===== config.mk =====
export PLATFORM = sky130hd
export DESIGN_NAME = matrix_scan_driver
export DESIGN_NICKNAME = d
export VERILOG_FILES = /design/src/rtl/matrix_scan_pkg.sv /design/src/rtl/matrix_scan_timer.sv /design/src/rtl/matrix_scan_driver.sv
export SDC_FILE = /design/constraint.sdc
export NUM_CORES = 1
export LEC_CHECK = 0
export CORE_ASPECT_RATIO = 1.25
export CORE_MARGIN = 4
export CORE_UTILIZATION = 54
export DETAILED_ROUTE_END_ITERATION = 10
export MAX_ROUTING_LAYER = met4
export PLACE_DENSITY = 0.79
export SLEW_MARGIN = 20
export SYNTH_ARGS = -nofsm -noshare
export SYNTH_HDL_FRONTEND = slang
export SYNTH_SLANG_ARGS = --single-unit

===== constraint.sdc =====
create_clock -name clock -period 5.2 [get_ports clock]
set_input_delay 1.3 -clock clock [delete_from_list [all_inputs] [get_ports clock]]
set_output_delay 1.3 -clock clock [all_outputs]
set_load 0.02 [all_outputs]

===== src/rtl/matrix_scan_pkg.sv =====
// Shared types and default sizing for the LED matrix scan driver.
// Contents:
//   scan_mode_t                  - SCAN_ROW / SCAN_COL line orientation
//   Default{Rows,Cols,Dwell,Blank} - default parameter values
//   max_u()                      - larger of two unsigned ints, for counter sizing
package matrix_scan_pkg;

  typedef enum logic {
    SCAN_ROW = 1'b0,
    SCAN_COL = 1'b1
  } scan_mode_t;

  localparam int unsigned DefaultRows  = 16;
  localparam int unsigned DefaultCols  = 16;
  localparam int unsigned DefaultDwell = 1024;
  localparam int unsigned DefaultBlank = 2;

  function automatic int unsigned max_u(input int unsigned a, input int unsigned b);
    return (a > b) ? a : b;
  endfunction

endpackage


===== src/rtl/matrix_scan_timer.sv =====
// Scan timing for the matrix driver: dwell counter within a line and line counter within a frame.
// Ports:
//   clock_i     - clock, rising edge
//   reset_i     - synchronous active-high reset
//   line_last_i - index of the last line of the current frame (L-1)
//   dwell_o     - dwell count 0..DWELL-1
//   line_o      - line count 0..line_last_i
//   eof_o       - high on the last dwell cycle of the last line
module matrix_scan_timer #(
  parameter int unsigned DWELL  = 1024,
  parameter int unsigned DwellW = 10,
  parameter int unsigned LineW  = 4
) (
  input  logic              clock_i,
  input  logic              reset_i,
  input  logic [LineW-1:0]  line_last_i,
  output logic [DwellW-1:0] dwell_o,
  output logic [LineW-1:0]  line_o,
  output logic              eof_o
);

  localparam logic [DwellW-1:0] DwellLast = DwellW'(DWELL - 1);

  logic [DwellW-1:0] dwell_q, dwell_d;
  logic [LineW-1:0]  line_q, line_d;
  logic              eol;

  assign eol   = (dwell_q == DwellLast);
  assign eof_o = eol && (line_q == line_last_i);

  always_comb begin
    dwell_d = dwell_q + DwellW'(1);
    line_d  = line_q;
    if (eol) begin
      dwell_d = '0;
      line_d  = (line_q == line_last_i) ? '0 : line_q + LineW'(1);
    end
  end

  always_ff @(posedge clock_i) begin
    if (reset_i) begin
      dwell_q <= '0;
      line_q  <= '0;
    end else begin
      dwell_q <= dwell_d;
      line_q  <= line_d;
    end
  end

  assign dwell_o = dwell_q;
  assign line_o  = line_q;

endmodule


===== src/rtl/matrix_scan_driver.sv =====
// Double-buffered LED matrix scan driver. A frame offered on frame_data is captured into a
// shadow buffer and promoted to the displayed (active) buffer only at a frame boundary, so a
// displayed frame is never torn. Each line is blanked for BLANK cycles before being driven.
// Optional feature: define MATRIX_SCAN_COLSCAN_EN to alternate row-scan and column-scan frames.
// Ports:
//   clock       - clock, rising edge
//   reset       - synchronous active-high reset
//   frame_data  - pixel (r,c) at bit r*COLS+c, 1 = lit
//   frame_valid - frame_data offered
//   frame_ready - shadow buffer empty, a frame can be accepted
//   row         - active-high row drive (registered)
//   col         - active-low column drive (registered)
//   frame_done  - one-cycle pulse on the last cycle of each displayed frame
module matrix_scan_driver
  import matrix_scan_pkg::*;
#(
  parameter int unsigned ROWS  = DefaultRows,
  parameter int unsigned COLS  = DefaultCols,
  parameter int unsigned DWELL = DefaultDwell,
  parameter int unsigned BLANK = DefaultBlank
) (
  input  logic                 clock,
  input  logic                 reset,
  input  logic [0:ROWS*COLS-1] frame_data,
  input  logic                 frame_valid,
  output logic                 frame_ready,
  output logic [0:ROWS-1]      row,
  output logic [0:COLS-1]      col,
  output logic                 frame_done
);

  localparam int unsigned DwellW = $clog2(DWELL);
  localparam int unsigned LineW  = $clog2(max_u(ROWS, COLS));
  localparam logic [DwellW-1:0] BlankEnd = DwellW'(BLANK);

  logic [DwellW-1:0] dwell;
  logic [LineW-1:0]  line;
  logic [LineW-1:0]  line_last;
  logic              eof;

  logic [0:ROWS*COLS-1] active_q, active_d;
  logic [0:ROWS*COLS-1] shadow_q, shadow_d;
  logic                 full_q, full_d;
  logic [0:ROWS-1]      row_q, row_d;
  logic [0:COLS-1]      col_q, col_d;
  logic                 accept;

  matrix_scan_timer #(
    .DWELL  (DWELL),
    .DwellW (DwellW),
    .LineW  (LineW)
  ) u_timer (
    .clock_i     (clock),
    .reset_i     (reset),
    .line_last_i (line_last),
    .dwell_o     (dwell),
    .line_o      (line),
    .eof_o       (eof)
  );

`ifdef MATRIX_SCAN_COLSCAN_EN
  scan_mode_t mode_q, mode_d;

  always_comb begin
    mode_d = mode_q;
    if (eof) begin
      mode_d = (mode_q == SCAN_ROW) ? SCAN_COL : SCAN_ROW;
    end
  end

  always_ff @(posedge clock) begin
    if (reset) begin
      mode_q <= SCAN_ROW;
    end else begin
      mode_q <= mode_d;
    end
  end

  assign line_last = (mode_q == SCAN_COL) ? LineW'(COLS - 1) : LineW'(ROWS - 1);
`else
  assign line_last = LineW'(ROWS - 1);
`endif

  // Accept and swap are exclusive: accept needs an empty shadow, swap a full one.
  assign accept = frame_valid && !full_q;

  always_comb begin
    active_d = active_q;
    shadow_d = shadow_q;
    full_d   = full_q;
    if (accept) begin
      shadow_d = frame_data;
      full_d   = 1'b1;
    end else if (eof && full_q) begin
      active_d = shadow_q;
      full_d   = 1'b0;
    end
  end

  // Pin values are computed from the current counter state and registered below.
  always_comb begin
    row_d = '0;
    col_d = '1;
    if (dwell >= BlankEnd) begin
`ifdef MATRIX_SCAN_COLSCAN_EN
      if (mode_q == SCAN_COL) begin
        for (int c = 0; c < COLS; c++) begin
          if (line == LineW'(c)) begin
            col_d[c] = 1'b0;
            for (int r = 0; r < ROWS; r++) begin
              row_d[r] = active_q[r*COLS+c];
            end
          end
        end
      end else begin
`endif
        for (int r = 0; r < ROWS; r++) begin
          if (line == LineW'(r)) begin
            row_d[r] = 1'b1;
            for (int c = 0; c < COLS; c++) begin
              col_d[c] = ~active_q[r*COLS+c];
            end
          end
        end
`ifdef MATRIX_SCAN_COLSCAN_EN
      end
`endif
    end
  end

  always_ff @(posedge clock) begin
    if (reset) begin
      active_q <= '0;
      shadow_q <= '0;
      full_q   <= 1'b0;
      row_q    <= '0;
      col_q    <= '1;
    end else begin
      active_q <= active_d;
      shadow_q <= shadow_d;
      full_q   <= full_d;
      row_q    <= row_d;
      col_q    <= col_d;
    end
  end

  assign frame_ready = ~full_q;
  assign row         = row_q;
  assign col         = col_q;
  assign frame_done  = eof && !reset;

endmodule


# Word level (Yosys, flattened, before mapping)
# Index checks and enable logic that the tools add are counted.
dict set report totals {
  in_bits 259
  register_bits 559
  output_inout_bits 34
  word_cells 331
}
dict set report classes {
  n_addsub 2
  bitwise_logic 259
  reduce_logical 11
  n_eq_ne 16
  muxes 35
  n_lt_le_gt_ge 1
}
# cell n
set ops {}
lappend ops {{$not A1 Y1} 259}
lappend ops {{$mux W16} 16}
lappend ops {{$eq A4 B4 Y1 const B} 8}
lappend ops {{$mux W1} 18}
lappend ops {{$eq A4 B3 Y1 const B} 4}
lappend ops {{$add A10 B1 Y10 const B} 1}
lappend ops {{$eq A10 B10 Y1 const B} 1}
lappend ops {{$ge A10 B2 Y1 const B} 1}
lappend ops {{$eq A4 B2 Y1 const B} 2}
lappend ops {{$add A4 B1 Y4 const B} 1}
lappend ops {{$eq A4 B1 Y1 const B} 1}
lappend ops {{$logic_and A1 B1 Y1} 4}
lappend ops {{$logic_not A4 Y1} 1}
lappend ops {{$mux W4} 1}
lappend ops {{$reduce_or A2 Y1} 2}
lappend ops {{$logic_not A1 Y1} 2}
lappend ops {{$reduce_and A2 Y1} 1}
lappend ops {{$reduce_bool A2 Y1} 1}

# Longest topological paths before layout
# Gate-level depths: netlist of run 1.
dict set report logic_depth {
  word_depth 17
  mapped_depth 10
  mapped_depth_nobuf 7
}

# Modules after synthesis
# Synthesis of run 1 repeated with hierarchy kept, for this count alone.
dict set report hier_totals {
  hier_cells 2781
  area_unflattened_um2 21674.5
}
# module n_inst seq_area_each_um2 area_per_inst_um2 cells_each
set by_module_without_submodules {}
lappend by_module_without_submodules {matrix_scan_driver 1 10910.5 21016.4 2710}
lappend by_module_without_submodules {matrix_scan_timer 1 280.3 658.1 71}

# Worst setup path after synthesis of run 1
# OpenSTA, ideal clock, no wires.
dict set report synth_timing {
  kind {input to output}
  startpoint {input reset}
  endpoint {output frame_done}
  required_time_ns 3.900
  arrival_ns 2.213
  path_stages 3
  path_buffers 2
  path_slack_ns 1.687
  cell_sequence {clkbuf_1 clkbuf_1 nor3b_1}
}
dict set report synth_between {
  elab_chain_len 2
}
# item line_no
set synth_lines {}
lappend synth_lines {{start: declaration} matrix_scan_driver.sv:23} ;# input logic reset,
lappend synth_lines {{$logic_not A1 Y1} matrix_scan_driver.sv:150} ;# assign frame_done = eof && !reset;
lappend synth_lines {{$logic_and A1 B1 Y1} matrix_scan_driver.sv:150}
lappend synth_lines {{end: declaration} matrix_scan_driver.sv:29} ;# output logic frame_done
# No other way between the ends.

# Final worst setup path of run 1
dict set report layout_timing {
  startpoint {register u_timer.dwell_q[1] (netlist: u_timer.dwell_o[1])}
  endpoint {output frame_done}
}
dict set report layout_between {
  elab_chain_len 3
}
# item line_no
set layout_lines {}
lappend layout_lines {{start: declaration} matrix_scan_timer.sv:24} ;# logic [DwellW-1:0] dwell_q, dwell_d;
lappend layout_lines {{start signal: assignment} matrix_scan_timer.sv:45} ;# dwell_q <= dwell_d;
lappend layout_lines {{$eq A10 B10 Y1} matrix_scan_timer.sv:28} ;# assign eol = (dwell_q == DwellLast);
lappend layout_lines {{$logic_and A1 B1 Y1} matrix_scan_timer.sv:29} ;# assign eof_o = eol && (line_q == line_last_i);
lappend layout_lines {{$logic_and A1 B1 Y1} matrix_scan_driver.sv:150}
# No other way between the ends.

==> results.cfg, run 1 <==
[sta]
min_period_over_period = 0.861
hold_violations = 0
finalCriticalPeriod_ns = 4.48
fmax_ghz = 0.223
worst_pin_slew_ns = 1.16
rsz0062_at_grt = false
setup_viol = 0
clock_skew_ns = 0.0124
whs_ns = 0.442
finalSetupTns_ns = 0
slew_headroom = 0.225
slew_viol_final = 0

[finish]
layout-drive-gt1-share = 0.0418
area_growth_syn_to_layout_pct = 20.6
n_antenna_cell = 0
layout_commonest_cell = nand2_1
final_cell_mix = nand2_1 (1076), a21oi_1 (590), dfxtp_1 (557)
final_cells = 3517
nets = 3241

[clock_tree]
post_cts_resized = 0
cts_setup_buffers = 0
clock_sinks = 559
postCtsHoldBufs = 0
clk_latency_ns = 0.58
ctsRootBufferMaster = clkbuf_16
numCtsBuffers = 52
clk_pin_slew_ns = 0.07
ctsLongestPathBuffers = 3
cts_tree = done
cts_htree_levels = 2

[yosys]
synth_top_area_frac = 0.513
syn-num-nets = 3106
syn_area_per_cell_um2 = 7.68
syn_inst = 2841
synth.distinct_cells = 55
synth_area_leader_cell = dfxtp_1
synthFlopType = dfxtp_1
synth_area_mm2 = 0.0218
ys_warn_count = 0
async_flop_share = 0
synth_edf_count = 0
synthTopCellsByArea = dfxtp_1 (51%), nand2_1 (19%), a21oi_1 (14%)
ys_seq_area_frac = 0.513
synth-seq-cells = 559

[pwr]
swShare = 0.222
p_int_mw = 6.88
powerDensity_mw_per_mm2 = 336
pwr-share-comb = 0.062
switchingPower_mw = 1.96
ir_drop_v = 0.000281
seq_power_share = 0.505
p_leak_nw = 8.95
p_clk_frac = 0.432

[critical_path]
setup.worst_path.class = register to output port
required_ns = 3.90
critPathTopFamily = simple AND/OR/NAND/NOR gates
cpPeakStageDelay_ns = 0.69
slowest_stage = clkdlybuf4s50_1
cp_num_buf_inv = 1
worst_setup_path_start_kind = register
crit_path_cell_trace = ha_1 -> nand3_2 -> nor4_4 -> nor3b_1 -> clkdlybuf4s50_1
critPathCaptureType = output port
crit_fanout = 10
worst-endpoint-arrival_ns = 3.18

[routing]
routedWlPerCell_um = 18.0
finalWirelength_um = 63400
vias = 20000
antenna_left = 0
drtIter0Drc = 2015
drt-pass1-iter-count = 6
drc = 0
vias_per_cell = 5.70

[floorplanning]
initial_core_util = 0.545
coreArea_mm2 = 0.0400
die_area_mm2 = 0.0437
rows = 82
dieWidth_um = 188
die_y_um = 233
ioPinCount = 293

[grt]
grt_pass1_wl_um = 98300
grt_pass1_vias = 18800
grt_max_degree = 230
grt_usage = 0.283
grt_antenna_before_repair = 0
grt_overflow_total = 0

[min_path]
hold_class = register to register

[placement]
dp_hpwl_um = 42600
dp_cells = 3426
place.gp.congestion = 0.898
portBuffers = 292

[job]
cap_violations = 0

[outcome]
status = completed
## routing by layer
metal / global-route usage / vias to the layer above / part of all wire
met1: 0.348 / 9389 / 0.40
met4: 0.125 / 0 / 0.047
met5: - / - / 0
met2: 0.469 / 812 / 0.48
li1: - / 9702 / -
met3: 0.0401 / 145 / 0.076
## synthesized netlist by cell type, types with 15 or more instances
library cell	count
a21oi_1	590
a221oi_1	15
buf_6	25
clkbuf_1	196
dfxtp_1	559
inv_1	33
nand2_1	1077
nand3_1	44
nand3b_1	24
nor2_1	38
nor2b_1	16
o21ai_0	29
o221ai_1	25
o22ai_1	15
## final cells by class
cell class | count | area [µm²]
multi-input combinational | 2012 | 9450
inverter | 33 | 124
timing repair buffer | 318 | 3200
fill | 3381 | 13700
sequential | 559 | 11200
clock inverter | 19 | 206
clock buffer | 72 | 1510
tap | 504 | 631
## kinds of logic after synthesis
| group | after synthesis | share of synthesized area |
|---|---|---|
| compound gates | 735 | 0.187 |
| xor+xnor | 8 | 0.00321 |
| fa+ha+maj | 6 | 0.00344 |
| buf+inv | 270 | 0.0562 |
| flops | 559 | 0.513 |
| mux | 1 | 0.000459 |
| simple gates | 1262 | 0.237 |
## power groups by stage
| stage | sequential (mW) | clock, mW | combinational, mW |
|---|---|---|---|
| after floorplan | 4.54 | 0 | 0.268 |
| after global placement | 4.56 | 0 | 0.538 |
| after detailed placement | 4.56 | 0 | 0.548 |
| after CTS | 4.47 | 3.86 | 0.553 |
| after global routing | 4.48 | 4.04 | 0.604 |
| final | 4.47 | 3.82 | 0.551 |
## metrics by stage
step,setup WS [ns],power [mW],util,cell area [µm²]
2_1_floorplan,1.69,4.80,-,21800
3_3_place_gp,1.14,5.10,0.615,24600
3_5_place_dp,1.14,5.11,0.615,24600
4_1_cts,0.670,8.88,0.658,26300
5_1_grt,0.587,9.12,0.658,26300
6_report,0.722,8.84,0.658,26300
## sequential cells by signal, indices dropped and copies added (netlist names)
signal and count:
active_q 256, shadow_q 256, col 16, row 16, u_timer.dwell_o 10, u_timer.line_o 4, full_q 1
## worst min-delay path: cells and delay by family, from the launching register on
kind             cells  cell delay (ns)
AND/OR/NAND/NOR      1             0.05
AO/OA/AOI/OAI        1             0.05
flip-flops           1             0.31
## path summary, 6_finish.rpt
path | start | endpoint | slack [ns] | depth (start not counted)
max | u_timer.dwell_o[1] | frame_done | 0.72 | 5
min | shadow_q[7] | active_q[7] | 0.44 | 2
max reg2reg | u_timer.line_o[1] | active_q[109] | 1.53 | 7
min reg2reg | shadow_q[7] | active_q[7] | 0.44 | 2
No activity file was read; power rests on OpenSTA's default activity.
==> run 2: changes to the inputs <==
REMOVE_ABC_BUFFERS = 1   (was unset)
==> run 2 against run 1 <==
Against the previous run:
- clock skew is 0.0056 ns higher
- final cell count hardly changed
- final area is 0.37% higher
- first-iteration DRC count is 6.0% lower
- setup slack better by 0.042 ns
- sequential power hardly changed
- sequential share of layout area is 0.14 points lower
- maximum frequency is 0.94% higher
- global-route usage is 1.8 points lower
- via count is 1.7% lower
- critical path depth is 1 lower
- critical endpoint unchanged
- largest power group unchanged
==> results.cfg, run 2 (synthesis gave the netlist of run 1 again) <==
[outcome]
status = completed

[critical_path]
r2r_slack_ns = 1.81
required_ns = 3.90
r2r-start = u_timer.line_o[0]
cp-endpoint = frame_done
worst-endpoint-arrival_ns = 3.14
crit_fanout = 38
crit_start = u_timer.line_o[1]
rr_worst_depth = 6
critPathCaptureType = output port
worst_setup_path_start_kind = register
r2r-end = col[8]
setup.worst_path.class = register to output port

[routing]
wl_met3_um = 3640
drc = 0
drt-pass1-iter-count = 6
highest_layer = met4
drtIter0Drc = 1895
finalWirelength_um = 59500
routedWlPerCell_um = 16.9
wl_met2_um = 29400
antenna_left = 0
vias_per_cell = 5.61
met1Wirelength_um = 24200
vias = 19700

[finish]
nets = 3235
layout-drive-gt1-share = 0.0415
n_antenna_cell = 0
reg_top3 = active_q x256, shadow_q x256
final_cells = 3515
final_cell_mix = nand2_1 (1076), a21oi_1 (590), dfxtp_1 (557)
area_growth_syn_to_layout_pct = 21.1
layout_commonest_cell = nand2_1
fin_area_mm2 = 0.0264
final_util = 0.660

[clock_tree]
clk_pin_slew_ns = 0.07
clock_sinks = 559
post_cts_resized = 0
cts_setup_buffers = 0
postCtsHoldBufs = 0
cts_htree_levels = 2
ctsLongestPathBuffers = 3
numCtsBuffers = 51
cts_tree = done
ctsRootBufferMaster = clkbuf_16
clk_latency_ns = 0.57

[sta]
clock_skew_ns = 0.0179
finalCriticalPeriod_ns = 4.44
worst_pin_slew_ns = 1.12
rsz0062_at_grt = false
setup_slack_ns = 0.764
slew_viol_final = 0
setup_viol = 0
hold_violations = 0
min_period_over_period = 0.853
fmax_ghz = 0.225
slew_headroom = 0.251
finalSetupTns_ns = 0
whs_ns = 0.449

[grt]
grt_antenna_before_repair = 0
grt_pass1_vias = 18800
grt_overflow_total = 0
grt_max_degree = 133
grt_usage = 0.266
grt_pass1_wl_um = 94000

[pwr]
ir_drop_v = 0.000233
p_leak_nw = 8.98
powerDensity_mw_per_mm2 = 341
power_mw = 9.01

[floorplanning]
rows = 82
dieWidth_um = 188
ioPinCount = 293
die_y_um = 233
die_area_mm2 = 0.0437
initial_core_util = 0.545
coreArea_mm2 = 0.0400

[placement]
dp_cells = 3420
place.gp.congestion = 0.852
place_worst_setup_slack_ns = 1.25
dp_hpwl_um = 37500
place_area_mm2 = 0.0246
portBuffers = 292

[job]
cap_violations = 0

[min_path]
hold_class = register to register
[run 2: cell count changes in the layout (fill, tap and decap cells not counted), sizes merged]
| cell | delta |
|---|---|
| clkbuf | +1 |
| clkinvlp | -2 |
| inv | +1 |
| buf | -5 |
| bufinv | +3 |
[run 2: worst min path at each step]
| stage | startpoint | end | slack [ns] | cells past startpoint |
|---|---|---|---|---|
| 2_1_floorplan | active_q[88] | active_q[88] | 0.43 | 2 |
| 3_3_place_gp | shadow_q[15] | active_q[15] | 0.44 | 2 |
| 3_5_place_dp | shadow_q[250] | active_q[250] | 0.44 | 2 |
| 4_1_cts | shadow_q[154] | active_q[154] | 0.45 | 2 |
| 5_1_grt | shadow_q[71] | active_q[71] | 0.46 | 2 |
| 6_report | shadow_q[173] | active_q[173] | 0.45 | 2 |
[run 2: routing by layer]
layer / track usage / up-vias
met5: - / -
met4: 0.101 / 0
met3: 0.0336 / 124
met2: 0.459 / 693
met1: 0.319 / 9215
li1: - / 9682
[run 2: layout make-up]
cell class	count	area, µm²
fillers	3311	13600
flip-flops and latches	559	11200
multi-input cells	2012	9480
repair buffers	313	3170
clock buffers	73	1520
well taps	504	631
clock inverters	21	287
inverters	33	124
[run 2: critical path, cell delays in order, from the launching register on]
cell and delay (ns):
dfxtp_1 0.50, ha_4 0.52, nand3_1 0.45, nor3b_1 0.41
clkdlybuf4s50_1 0.68
[run 2: power breakdown]
group          internal, mW  leakage [nW]  switching, mW
registers              4.40          4.54         0.0636
clock network          2.39         0.899           1.62
logic                 0.266          3.53          0.287
